`config.mk`:
```
export PLATFORM = sky130hd
export DESIGN_NAME = agp32_mem_ctrl
export DESIGN_NICKNAME = d
export VERILOG_FILES = /design/src/rtl/agp32_mem_ctrl.sv
export SDC_FILE = /design/constraint.sdc
export NUM_CORES = 1
export LEC_CHECK = 0
export ABC_AREA = 1
export BUFFER_PORTS_ARGS = -buffer_cell sky130_fd_sc_hd__buf_2
export CORE_ASPECT_RATIO = 0.5
export CORE_UTILIZATION = 45
export CTS_BUF_LIST = sky130_fd_sc_hd__clkbuf_8
export DETAILED_ROUTE_END_ITERATION = 10
export PLACE_DENSITY = 0.83
export RECOVER_POWER = 50
export SLEW_MARGIN = 5
export SYNTH_ARGS = -nofsm -noshare
export SYNTH_HDL_FRONTEND = slang
export SYNTH_SLANG_ARGS = --single-unit
```
`constraint.sdc`:
```
create_clock -name clk -period 4.35 [get_ports clk]
set_input_delay 0.6525 -clock clk [delete_from_list [all_inputs] [get_ports clk]]
set_output_delay 0.6525 -clock clk [all_outputs]
set_load 0.1 [all_outputs]
```
`src/rtl/agp32_mem_ctrl.sv`:
```
// Processor-side memory controller: sequences init, fetch/read/write to a single-port
// variable-latency memory, one-cycle interrupt handshake, and sticky timeout/alignment errors.
module agp32_mem_ctrl #(
   parameter int INIT_CYCLES = 4,
   parameter int TIMEOUT     = 255
) (
   input  logic        clk,
   input  logic        rst,
   input  logic [2:0]  command,
   input  logic [31:0] PC,
   input  logic [31:0] data_addr,
   input  logic [31:0] data_wdata,
   input  logic [3:0]  data_wstrb,
   output logic        ready,
   output logic [31:0] inst_rdata,
   output logic [31:0] data_rdata,
   output logic        mem_start_ready,
   output logic [1:0]  error,
   output logic        mem_req,
   output logic        mem_we,
   output logic [29:0] mem_addr,
   output logic [3:0]  mem_be,
   output logic [31:0] mem_wdata,
   input  logic [31:0] mem_rdata,
   input  logic        mem_ack
);

   typedef enum logic [2:0] {
      S_INIT = 3'd0,
      S_IDLE = 3'd1,
      S_REQ  = 3'd2,
      S_INTR = 3'd3,
      S_ERR  = 3'd4
   } state_t;

   localparam logic [7:0] INIT_LAST = 8'(INIT_CYCLES - 1);
   localparam logic [7:0] TO_LAST   = 8'(TIMEOUT - 1);

   localparam logic [2:0] CMD_FETCH = 3'd1;
   localparam logic [2:0] CMD_READ  = 3'd2;
   localparam logic [2:0] CMD_WRITE = 3'd3;
   localparam logic [2:0] CMD_INTR  = 3'd4;

   state_t      r_state;
   state_t      w_state_nxt;
   logic [7:0]  r_init_cnt;
   logic [7:0]  r_to_cnt;
   logic        r_start_ready;
   logic [1:0]  r_error;
   logic        r_op_fetch;
   logic        r_op_read;
   logic        r_mem_we;
   logic [29:0] r_mem_addr;
   logic [3:0]  r_mem_be;
   logic [31:0] r_mem_wdata;
   logic [31:0] r_inst_rdata;
   logic [31:0] r_data_rdata;
   logic        w_ready;
   logic        w_mem_req;
   logic        w_accept;

   always_ff @(posedge clk) begin
      if (rst) r_state <= S_INIT;
      else     r_state <= w_state_nxt;
   end

   // Commands are only taken once mem_start_ready is up, so ready and sampling start together.
   always_comb begin
      w_state_nxt = r_state;
      case (r_state)
         S_INIT: if (r_init_cnt == INIT_LAST) w_state_nxt = S_IDLE;
         S_IDLE: begin
            if (r_start_ready) begin
               case (command)
                  CMD_FETCH: w_state_nxt = (PC[1:0] != 2'b00) ? S_ERR : S_REQ;
                  CMD_READ,
                  CMD_WRITE: w_state_nxt = S_REQ;
                  CMD_INTR:  w_state_nxt = S_INTR;
                  default:   w_state_nxt = S_IDLE;
               endcase
            end
         end
         S_REQ: begin
            if (mem_ack)                 w_state_nxt = S_IDLE;
            else if (r_to_cnt == TO_LAST) w_state_nxt = S_ERR;
         end
         S_INTR:  w_state_nxt = S_IDLE;
         S_ERR:   w_state_nxt = S_ERR;
         default: w_state_nxt = S_INIT;
      endcase
   end

   always_comb begin
      w_ready   = 1'b0;
      w_mem_req = 1'b0;
      case (r_state)
         S_IDLE:  w_ready   = r_start_ready;
         S_REQ:   w_mem_req = 1'b1;
         default: begin
            w_ready   = 1'b0;
            w_mem_req = 1'b0;
         end
      endcase
   end

   assign w_accept = (r_state == S_IDLE) && (w_state_nxt == S_REQ);

   always_ff @(posedge clk) begin
      if (rst) begin
         r_init_cnt    <= 8'd0;
         r_to_cnt      <= 8'd0;
         r_start_ready <= 1'b0;
         r_error       <= 2'd0;
         r_op_fetch    <= 1'b0;
         r_op_read     <= 1'b0;
         r_mem_we      <= 1'b0;
         r_mem_addr    <= 30'd0;
         r_mem_be      <= 4'd0;
         r_mem_wdata   <= 32'd0;
         r_inst_rdata  <= 32'h0000_003F;
         r_data_rdata  <= 32'd0;
      end else begin
         if (r_state == S_INIT) r_init_cnt <= r_init_cnt + 8'd1;
         if (r_state == S_IDLE) r_start_ready <= 1'b1;

         if (w_accept) begin
            r_to_cnt    <= 8'd0;
            r_op_fetch  <= (command == CMD_FETCH);
            r_op_read   <= (command == CMD_READ);
            r_mem_we    <= (command == CMD_WRITE);
            r_mem_addr  <= (command == CMD_FETCH) ? PC[31:2] : data_addr[31:2];
            r_mem_be    <= (command == CMD_WRITE) ? data_wstrb : 4'hF;
            r_mem_wdata <= data_wdata;
         end

         if (r_state == S_REQ) begin
            if (mem_ack) begin
               if (r_op_fetch) r_inst_rdata <= mem_rdata;
               if (r_op_read)  r_data_rdata <= mem_rdata;
            end else begin
               r_to_cnt <= r_to_cnt + 8'd1;
            end
         end

         if ((r_state == S_IDLE) && (w_state_nxt == S_ERR)) r_error <= 2'd2;
         if ((r_state == S_REQ)  && (w_state_nxt == S_ERR)) r_error <= 2'd1;
      end
   end

   assign ready           = w_ready;
   assign mem_req         = w_mem_req;
   assign mem_start_ready = r_start_ready;
   assign error           = r_error;
   assign mem_we          = r_mem_we;
   assign mem_addr        = r_mem_addr;
   assign mem_be          = r_mem_be;
   assign mem_wdata       = r_mem_wdata;
   assign inst_rdata      = r_inst_rdata;
   assign data_rdata      = r_data_rdata;

endmodule

```
==> flow_metrics.env <==
export IMPL_syn_inst=851
export IMPL_yosys_most_used_dff="dfxtp_1"
export IMPL_htree_levels=4
export IMPL_timing_fmax_mhz=323
export IMPL_wl_per_cell_um=12.8
export IMPL_async_flop_share=0
export IMPL_cts_sinks=155
export IMPL_cts_root_buffer="clkbuf_8"
export IMPL_tightest_slew_ps=3250
export IMPL_drt_first_pass_iters=5
export IMPL_maxSlewViolCount=157
export IMPL_nFillCells=1261
export IMPL_synthTopCellsByArea="dfxtp_1 50%, nand2_1 13%, nor2_1 9.0%, a21oi_1 6.3%, nand3_1 4.5%"
export IMPL_synth_common_cells="220 x nand2_1, 155 x dfxtp_1, 150 x nor2_1, 79 x a21oi_1, 56 x nand3_1"
export IMPL_p_leak_nw=3.25
export IMPL_clkLatencyLatePin_ps=440
export IMPL_setup_viol=0
export IMPL_grt_max_degree=81
export IMPL_irDropWorstVdd_mv=0.280
export IMPL_wirelength_mm=16.6
export IMPL_track_usage=0.231
export IMPL_ys_ff_latch=155
export IMPL_dieArea_um2=14400
export IMPL_final_nets=1235
export IMPL_end_kind="flip-flop"
export IMPL_cp_start_kind="input port"
export IMPL_r2r_start="r_state[0]"
export IMPL_synth_top_area_cell="dfxtp_1"
export IMPL_dp_cells=1261
export IMPL_stdcell_count=1293
export IMPL_drive_gt1_frac=0.177
export IMPL_grt_pass1_vias=5863
export IMPL_worst_hold_path_num_cells=3
export IMPL_max_slew_margin=-1.17
export IMPL_grt_pass1_wl_mm=27.0
export IMPL_drt_iter0_drc=319
export IMPL_cts_tree="yes"
export IMPL_numPortBuffers=271
export IMPL_ctsResizeCount=0
export IMPL_seq_area_frac_synth=0.498
export IMPL_initial_core_util=0.476
export IMPL_r2r_end="inst_rdata[23]"
export IMPL_status="finished with violations"
export IMPL_fp_coreArea_um2=13100
export IMPL_dp_hpwl_mm=11.1
export IMPL_vias=6270
export IMPL_cts_buffers=17
export IMPL_finalHoldViolations=0
export IMPL_fin_crit_ps=3100
export IMPL_route_detailed_drc=0
export IMPL_viasPerCell=4.85
export IMPL_crit_arrival_ps=3260
export IMPL_ff2ff_path_depth=9
export IMPL_overflow=0
export IMPL_area_growth_pct=25.6
export IMPL_yosysMostFrequentCell="nand2_1"
export IMPL_die_h_um=85.2
export IMPL_yosysWarningCount=0
export IMPL_syn_area_per_cell_um2=7.32
export IMPL_fin_crit_sh=0.712
export IMPL_synthesis_nets=992
export IMPL_min_from="mem_rdata[0]"
export IMPL_rsz0062_at_grt="false"
export IMPL_power_density_nw_per_um2=499
export IMPL_clk_path_buf_depth=2
export IMPL_ios=274
export IMPL_routabilityCongestion=0.813
export IMPL_violations="max-capacitance violations, max-slew violations"
export IMPL_cap_violations=2
export IMPL_syn_cell_area_um2=6230
export IMPL_diodes=0
export IMPL_placed_cell_area_um2=7590
export IMPL_cts_setup_buffers=0
export IMPL_hold_class="input port to flip-flop"
export IMPL_crit_type="input port to flip-flop"
export IMPL_cts_hold_buffers=0
export IMPL_ant_nets=0
export IMPL_whs_endpoint="inst_rdata[0]"
export IMPL_synth_distinct_cells=29
export IMPL_r2r_slack_ps=1700
export IMPL_antenna_found_initial=0
export IMPL_holdWs_ps=433
export IMPL_skew_ps=16.7
export IMPL_synth_edf_count=0
export IMPL_die_x_um=168
export IMPL_design_area_um2=7830
export IMPL_synth_top_area_share=0.498
export IMPL_row_count=29
export IMPL_fin_setup_tns_ps=0
export IMPL_critPathMaxFanout=75
export IMPL_path_clk_slew_ps=100
export IMPL_crit_required_ps=4520
==> per-layer routing <==
metal,part of all wire,GRT usage,vias to the layer above
met5,0,0,-
met1,0.44,0.268,2811
met2,0.48,0.415,208
met4,0.022,0.100,0
met3,0.057,0.0508,32
li1,-,-,3219
==> critical path: stages <==
cell	delay, ps
clkbuf_1	90
clkbuf_1	2290
nor3_1	200
==> cell usage in the layout, fill, tap and decap left out, types with 24 or more instances in the layout <==
master / synthesis / layout
nand2_1: 220 / 220
dfxtp_1: 155 / 155
nor2_1: 150 / 150
buf_2: 6 / 138
clkbuf_1: 35 / 134
a21oi_1: 79 / 79
nand3_1: 56 / 56
o21ai_1: 50 / 50
inv_1: 27 / 27
o21ai_0: 24 / 24
==> registers in the layout (all words and copies together), names as in the netlist <==
| signal | flops |
|---|---|
| r_state | 3 |
| error | 2 |
| mem_wdata | 32 |
| inst_rdata | 32 |
| mem_we | 1 |
| mem_addr | 30 |
| mem_be | 4 |
| r_init_cnt | 8 |
| r_op_read | 1 |
| r_op_fetch | 1 |
| data_rdata | 32 |
| mem_start_ready | 1 |
| r_to_cnt | 8 |
==> worst max path at each step <==
| stage | from | end | slack (ps) |
|---|---|---|---|
| after floorplan | mem_start_ready | mem_addr[13] | 1690 |
| after detailed placement | mem_ack | inst_rdata[6] | 1470 |
| after global routing | rst | r_init_cnt[6] | 1000 |
| final | rst | r_init_cnt[4] | 1250 |
| after CTS | r_state[0] | inst_rdata[6] | 1710 |
| after global placement | mem_ack | inst_rdata[31] | 1560 |
==> report_power, final <==
group | switching, mW | internal (mW)
clock | 0.640 | 0.441
sequential | 0.0615 | 1.53
combinational | 1.03 | 0.204
==> layout make-up <==
| cell class | count | area, um^2 | share of cell area |
|---|---|---|---|
| flip-flops and latches | 155 | 3100 | 0.396 |
| multi-input cells | 610 | 2730 | 0.349 |
| repair buffers | 277 | 1230 | 0.157 |
| clock buffers | 17 | 234 | 0.0299 |
| well taps | 186 | 233 | 0.0297 |
| clock inverters | 15 | 175 | 0.0224 |
| inverters | 33 | 124 | 0.0158 |
==> per-stage QoR <==
stage,total power [mW],worst slack (ps),util
floorplan,2.67,1690,-
global placement,2.86,1560,0.579
detailed placement,2.88,1470,0.579
CTS,3.96,1710,0.611
global route,4.08,999,0.598
finish,3.91,1250,0.598
==> cells by family (layout without fill, tap and decap cells) <==
logic type	count (synthesis)	after routing	synth area share
simple gates	448	448	0.301
compound gates	156	156	0.126
flops	155	155	0.498
buf+inv	86	342	0.0644
fa+ha+maj	3	3	0.00602
xor+xnor	3	3	0.00422
No activity file was read; power rests on OpenSTA's default activity.
